<file path="config.mk">
export PLATFORM = sky130hd
export DESIGN_NAME = piso_shift_tx
export DESIGN_NICKNAME = d
export VERILOG_FILES = /design/src/rtl/piso_shift_tx_pkg.sv /design/src/rtl/piso_shift_tx_dff_en_rst.sv /design/src/rtl/piso_shift_tx.sv
export SDC_FILE = /design/constraint.sdc
export NUM_CORES = 1
export LEC_CHECK = 0
export ABC_AREA = 1
export CORE_MARGIN = 3
export CORE_UTILIZATION = 49
export CTS_BUF_LIST = sky130_fd_sc_hd__clkbuf_16
export CTS_CLUSTER_DIAMETER = 80
export DETAILED_ROUTE_END_ITERATION = 12
export GPL_ROUTABILITY_DRIVEN = 1
export PLACE_DENSITY = 0.8
export SYNTH_ARGS = -nofsm -noshare
export SYNTH_HDL_FRONTEND = slang
export SYNTH_SLANG_ARGS = --single-unit
</file>
<file path="constraint.sdc">
create_clock -name clk -period 2.2 [get_ports clk]
set_clock_uncertainty 0.15 [all_clocks]
set_input_delay 0.44 -clock clk [delete_from_list [all_inputs] [get_ports clk]]
set_output_delay 0.44 -clock clk [all_outputs]
set_load 0.01 [all_outputs]
</file>
<file path="src/rtl/piso_shift_tx_pkg.sv">
// Shared definitions for the parallel-in/serial-out transmitter: the
// IDLE/SHIFT state codes and a helper that sizes the bit counter.
package piso_shift_tx_pkg;

  typedef enum logic {
    PISO_IDLE  = 1'b0,
    PISO_SHIFT = 1'b1
  } piso_state_e;

  function automatic int piso_cnt_w(input int width);
    return (width < 2) ? 1 : $clog2(width);
  endfunction

endpackage

</file>
<file path="src/rtl/piso_shift_tx_dff_en_rst.sv">
// One storage bit: a mux selects 0 on reset, d when enabled, else q,
// and feeds a plain rising-edge D flip-flop.
module dff_en_rst (
  input  logic clk,
  input  logic reset,
  input  logic en,
  input  logic d,
  output logic q
);

  logic w_next;
  logic r_q;

  always_comb begin
    w_next = r_q;
    if (reset)   w_next = 1'b0;
    else if (en) w_next = d;
  end

  always_ff @(posedge clk) begin
    r_q <= w_next;
  end

  assign q = r_q;

endmodule

</file>
<file path="src/rtl/piso_shift_tx.sv">
// Serialises a WIDTH-bit word MSB-first after a valid/ready load, with a
// framing valid and a flag on the LSB; back-to-back words have no gap.
module piso_shift_tx
  import piso_shift_tx_pkg::*;
#(
  parameter int WIDTH = 8,
  parameter int CNT_W = piso_cnt_w(WIDTH)
) (
  input  logic             clk,
  input  logic             reset,
  input  logic             load_valid,
  output logic             load_ready,
  input  logic [WIDTH-1:0] load_data,
  output logic             sout,
  output logic             sout_valid,
  output logic             last,
  output logic             busy
);

  // Handshake: a word moves when load_valid && load_ready at a rising clk.
  // load_ready never depends on load_valid; load_data is sampled only then.

  logic [WIDTH-1:0] r_shreg;
  logic [CNT_W-1:0] r_cnt;
  logic             r_state;

  logic [WIDTH-1:0] w_shreg_d;
  logic [CNT_W-1:0] w_cnt_d;
  logic             w_state_d;
  logic             w_shreg_en;
  logic             w_cnt_en;
  logic             w_shifting;
  logic             w_cnt_zero;
  logic             w_accept;
  piso_state_e      w_state;

  assign w_state    = piso_state_e'(r_state);
  assign w_shifting = (w_state == PISO_SHIFT);
  assign w_cnt_zero = (r_cnt == '0);

  // Ready in IDLE, or on the final bit so the next word follows with no gap.
  assign load_ready = !reset && (!w_shifting || w_cnt_zero);
  assign w_accept   = load_valid && load_ready;

  always_comb begin
    w_state_d  = w_accept || (w_shifting && !w_cnt_zero);
    w_shreg_en = w_accept || w_shifting;
    w_cnt_en   = w_accept || (w_shifting && !w_cnt_zero);
    w_cnt_d    = r_cnt - 1'b1;
    w_shreg_d  = '0;
    if (w_accept) begin
      w_shreg_d = load_data;
      w_cnt_d   = CNT_W'(WIDTH - 1);
    end else if (!w_cnt_zero) begin
      w_shreg_d = {r_shreg[WIDTH-2:0], 1'b0};
    end
  end

  for (genvar g = 0; g < WIDTH; g++) begin : g_shreg
    dff_en_rst u_bit (
      .clk   (clk),
      .reset (reset),
      .en    (w_shreg_en),
      .d     (w_shreg_d[g]),
      .q     (r_shreg[g])
    );
  end

  for (genvar g = 0; g < CNT_W; g++) begin : g_cnt
    dff_en_rst u_bit (
      .clk   (clk),
      .reset (reset),
      .en    (w_cnt_en),
      .d     (w_cnt_d[g]),
      .q     (r_cnt[g])
    );
  end

  dff_en_rst u_state (
    .clk   (clk),
    .reset (reset),
    .en    (1'b1),
    .d     (w_state_d),
    .q     (r_state)
  );

  assign sout       = w_shifting && r_shreg[WIDTH-1];
  assign sout_valid = w_shifting;
  assign busy       = w_shifting;
  assign last       = w_shifting && w_cnt_zero;

endmodule
</file>
======== Word level (Yosys, flattened, before mapping) ========
Index checks and enable logic that the tools add are counted.
operators by class
  reductions and logical operators ........ 12
  add/subtract/negate cells ............... 1
  mux-type cells .......................... 3
operators with widths
  cell                   count
  $mux W8                2
  $logic_and A1 B1 Y1    5
  $logic_not A1 Y1       3
  $logic_not A3 Y1       1
  $logic_or A1 B1 Y1     3
  $mux W3                1
  $sub A3 B1 Y3 const B  1
word-level totals
  bits in registers ....................... 12
  output and inout port bits .............. 5

======== Longest topological paths before layout ========
  depth after elaboration ................. 5
  mapped depth ............................ 10

======== By module ========
A second synthesis with hierarchy kept.
unflattened totals
  cell total of the unflattened synthesis .. 146
  area, all modules ....................... 884.6 µm²
modules (own cells, without submodules)
  module         cells each  area an instance (µm²)  times used
  dff_en_rst     7           45.0                    12
  piso_shift_tx  62          344.1                   1

======== Least setup slack after synthesis ========
No wires, ideal clock.
  kind .................................... reg2out
  start point ............................. reg g_cnt[0].u_bit.r_q
  end point ............................... out load_ready
  setup slack ............................. 0.595 ns
  arrival ................................. 1.015 ns
  buffers on the path ..................... 1
  stages on the path, launching flop included .. 8
  path through ............................ dfxtp_1 > inv_1 > ha_1 > nand2_1 > nand2_2 > inv_2 > buf_6 > nor2_1
on the way
  longest elaborated chain between the ends .. 3
ends and longest elaborated chain
  item                    line                            text
  start, declared         piso_shift_tx_dff_en_rst.sv:12  logic r_q;
  start signal, assigned  piso_shift_tx_dff_en_rst.sv:21  r_q <= w_next;
  $logic_not A3 Y1        piso_shift_tx.sv:39             assign w_cnt_zero = (r_cnt == '0);
  $logic_or A1 B1 Y1      piso_shift_tx.sv:42             assign load_ready = !reset && (!w_shifting || w_cnt_zero);
  $logic_and A1 B1 Y1     piso_shift_tx.sv:42
  end, declared           piso_shift_tx.sv:12             output logic load_ready,
Every way passes these cells.

======== Worst setup path in the final report ========
  start point ............................. reg u_state.r_q, in the netlist u_state.q
  end point ............................... out sout
on the way
  longest elaborated chain between the ends .. 1
ends and longest elaborated chain
  item                    line                            text
  start, declared         piso_shift_tx_dff_en_rst.sv:12
  start signal, assigned  piso_shift_tx_dff_en_rst.sv:21
  $logic_and A1 B1 Y1     piso_shift_tx.sv:87             assign sout = w_shifting && r_shreg[WIDTH-1];
  end, declared           piso_shift_tx.sv:14             output logic sout,
Every way passes these cells.

==> flow_metrics.env <==
export IMPL_overflow=0
export IMPL_place_detailed_hpwl_um=911
export IMPL_final_cell_mix="nand2_1 (28), inv_1 (13), clkdlybuf4s50_1 (13)"
export IMPL_max_cap_viol_count=0
export IMPL_grt_antenna_before_repair=0
export IMPL_cp_end_kind="output pin"
export IMPL_drtIter0Drc=11
export IMPL_area_growth_pct=36.3
export IMPL_p_per_area_mw_per_mm2=781
export IMPL_finalCritPeriodShare_pct=90.7
export IMPL_core_area_mm2=0.00117
export IMPL_synthCells=92
export IMPL_r2r_setup_slack_ns=0.69
export IMPL_yosysTopAreaCell="dfxtp_1"
export IMPL_max_slew_margin_pct=76.9
export IMPL_die_area_mm2=0.00178
export IMPL_fmax_ghz=0.501
export IMPL_endpoint="sout"
export IMPL_r2r_end="g_cnt[2].u_bit.q$_SDFFE_PP0P_"
export IMPL_cp_data_arrival_time_ns=1.41
export IMPL_synth_area_leaders="dfxtp_1 (37%), nand2_1 (16%), nand4_1 (8.8%)"
export IMPL_cts_clk_slew_worst_paths_ns=0.04
export IMPL_r2r_cells=9
export IMPL_tightest_slew_ns=0.345
export IMPL_ir_drop_uv=681
export IMPL_layout_drive_gt1_share_pct=10.0
export IMPL_cts_tree="done"
export IMPL_start_kind="flip-flop"
export IMPL_io_pins=16
export IMPL_hp_class="flip-flop to flip-flop"
export IMPL_ys_ff_latch=12
export IMPL_dr_total_vias=647
export IMPL_start_util_pct=54.8
export IMPL_leakage_nw=0.452
export IMPL_wl_mm=1.35
export IMPL_synth_distinct_cells=16
export IMPL_ys_seq_area_share_pct=37.4
export IMPL_crit_type="flip-flop to output pin"
export IMPL_syn_avg_cell_area_um2=6.98
export IMPL_slew_violations=0
export IMPL_cts_setup_buffers=0
export IMPL_antennaDiodeCount=0
export IMPL_netlist_area_leader_share_pct=37.4
export IMPL_period_minus_slack_ns=2.00
export IMPL_drt_pre_antenna_iters=4
export IMPL_rsz0062_at_grt="false"
export IMPL_grt_use_total_pct=16.7
export IMPL_tns_ns=0
export IMPL_ys_warn_count=0
export IMPL_grt_pass1_vias=589
export IMPL_final_common_cell="nand2_1"
export IMPL_post_route_util_pct=74.7
export IMPL_regToRegStartpoint="g_cnt[0].u_bit.q$_SDFFE_PP0P_"
export IMPL_grt_pass1_wl_mm=2.33
export IMPL_vias_per_cell=5.22
export IMPL_cts_root_buf="clkbuf_16"
export IMPL_nFillCells=90
export IMPL_place_congestion=0.726
export IMPL_cts_made_buffers=3
export IMPL_use_met2_pct=28.3
export IMPL_crit_start="u_state.q$_SDFF_PP0_"
export IMPL_rows=12
export IMPL_setup_violations_final=0
export IMPL_crit_required_ns=1.61
export IMPL_cp_max_fo=8
export IMPL_outcome="finished clean"
export IMPL_route_detailed_drc=0
export IMPL_synth_area_um2=642
export IMPL_cts_sinks=12
export IMPL_synth_fp_nets=105
export IMPL_grt_max_degree=19
export IMPL_die_w_um=42.2
export IMPL_postRouteAntennaNets=0
export IMPL_top_usage_layer="met2"
export IMPL_cts_max_level=1
export IMPL_portBuffers=15
export IMPL_clkLatencyLatePin_ns=0.24
export IMPL_routedWlPerCell_um=10.9
export IMPL_gr_usage_met3_pct=5.58
export IMPL_finalNetCount=124
export IMPL_cts_buffer_depth=2
export IMPL_hold_violations=0
export IMPL_fp_dieH_um=42.2
export IMPL_grt_use_met1_pct=19.6
## flip-flops by register name, summed over array words and instances (netlist names)
register,cells
g_shreg.u_bit.q,8
u_state.q,1
g_cnt.u_bit.q,3
## critical path: stages, from the launching register on
cell	delay, ns
dfxtp_1	0.50
nand2_1	0.09
inv_1	0.05
clkdlybuf4s50_1	0.52
## layer usage
layer / vias up / part of all wire [%]
met2: 25 / 46
met1: 287 / 45
met4: 0 / 1.3
met3: 5 / 7.7
met5: - / 0
li1: 330 / -
## synthesized netlist by cell type
master    instances
a21oi_4           1
buf_6             2
o21ai_0           1
nand4_1           9
o21ai_1           2
dfxtp_1          12
nand2_1          28
inv_1            13
ha_1              2
nor2_1            2
buf_4             3
nand2_2           1
a21oi_1           3
clkinv_1          1
inv_2             2
nand3_1          10
## layout make-up
type / count / area (um2) / share of cell area (%)
timing repair buffer: 19 / 181 / 20.7
inverter: 16 / 60.1 / 6.87
tap: 14 / 17.5 / 2.00
sequential: 12 / 240 / 27.5
clock inverter: 1 / 3.75 / 0.429
clock buffer: 3 / 75.1 / 8.58
multi-input combinational: 59 / 297 / 33.9
## cells by family after synthesis
kind of cell | share of synthesized area, %
compound gates | 7.21
buf+inv | 16.4
simple gates | 35.1
fa+ha+maj | 3.90
flops | 37.4
## power breakdown
group | switching [mW] | internal [mW] | leakage (nW)
Sequential | 0.0106 | 0.234 | 0.0986
Clock | 0.0860 | 0.238 | 0.0385
Combinational | 0.0595 | 0.0541 | 0.314
Total | 0.156 | 0.527 | 0.452
## timing repair
action / in CTS / in global routing
hold buffers: 0 / 0
gates resized for setup: 1 / 1
setup endpoints to repair: 1 / 1
## stage by stage
step / hold slack (ns) / setup slack [ns] / std cells / instance area (um2) / total power, mW
floorplan: 0.288 / 0.595 / 92 / 642 / 0.320
global placement: 0.302 / 0.118 / 120 / 795 / 0.358
detailed placement: 0.311 / 0.104 / 120 / 795 / 0.362
CTS: 0.317 / 0.0478 / 124 / 872 / 0.687
global route: 0.339 / 0.0993 / 124 / 875 / 0.717
finish: 0.325 / 0.204 / 124 / 875 / 0.683
## worst min-delay path by stage
stage,startpoint,endpoint,cells past startpoint
after floorplan,g_shreg[0].u_bit.q$_SDFFE_PP0P_,g_shreg[0].u_bit.q$_SDFFE_PP0P_,2
after CTS,g_shreg[0].u_bit.q$_SDFFE_PP0P_,g_shreg[0].u_bit.q$_SDFFE_PP0P_,2
final,g_shreg[0].u_bit.q$_SDFFE_PP0P_,g_shreg[0].u_bit.q$_SDFFE_PP0P_,2
after global routing,g_shreg[0].u_bit.q$_SDFFE_PP0P_,g_shreg[0].u_bit.q$_SDFFE_PP0P_,2
after global placement,g_shreg[0].u_bit.q$_SDFFE_PP0P_,g_shreg[0].u_bit.q$_SDFFE_PP0P_,2
after detailed placement,g_shreg[0].u_bit.q$_SDFFE_PP0P_,g_shreg[0].u_bit.q$_SDFFE_PP0P_,2
Note: power is estimated with default switching activity, not from simulation.
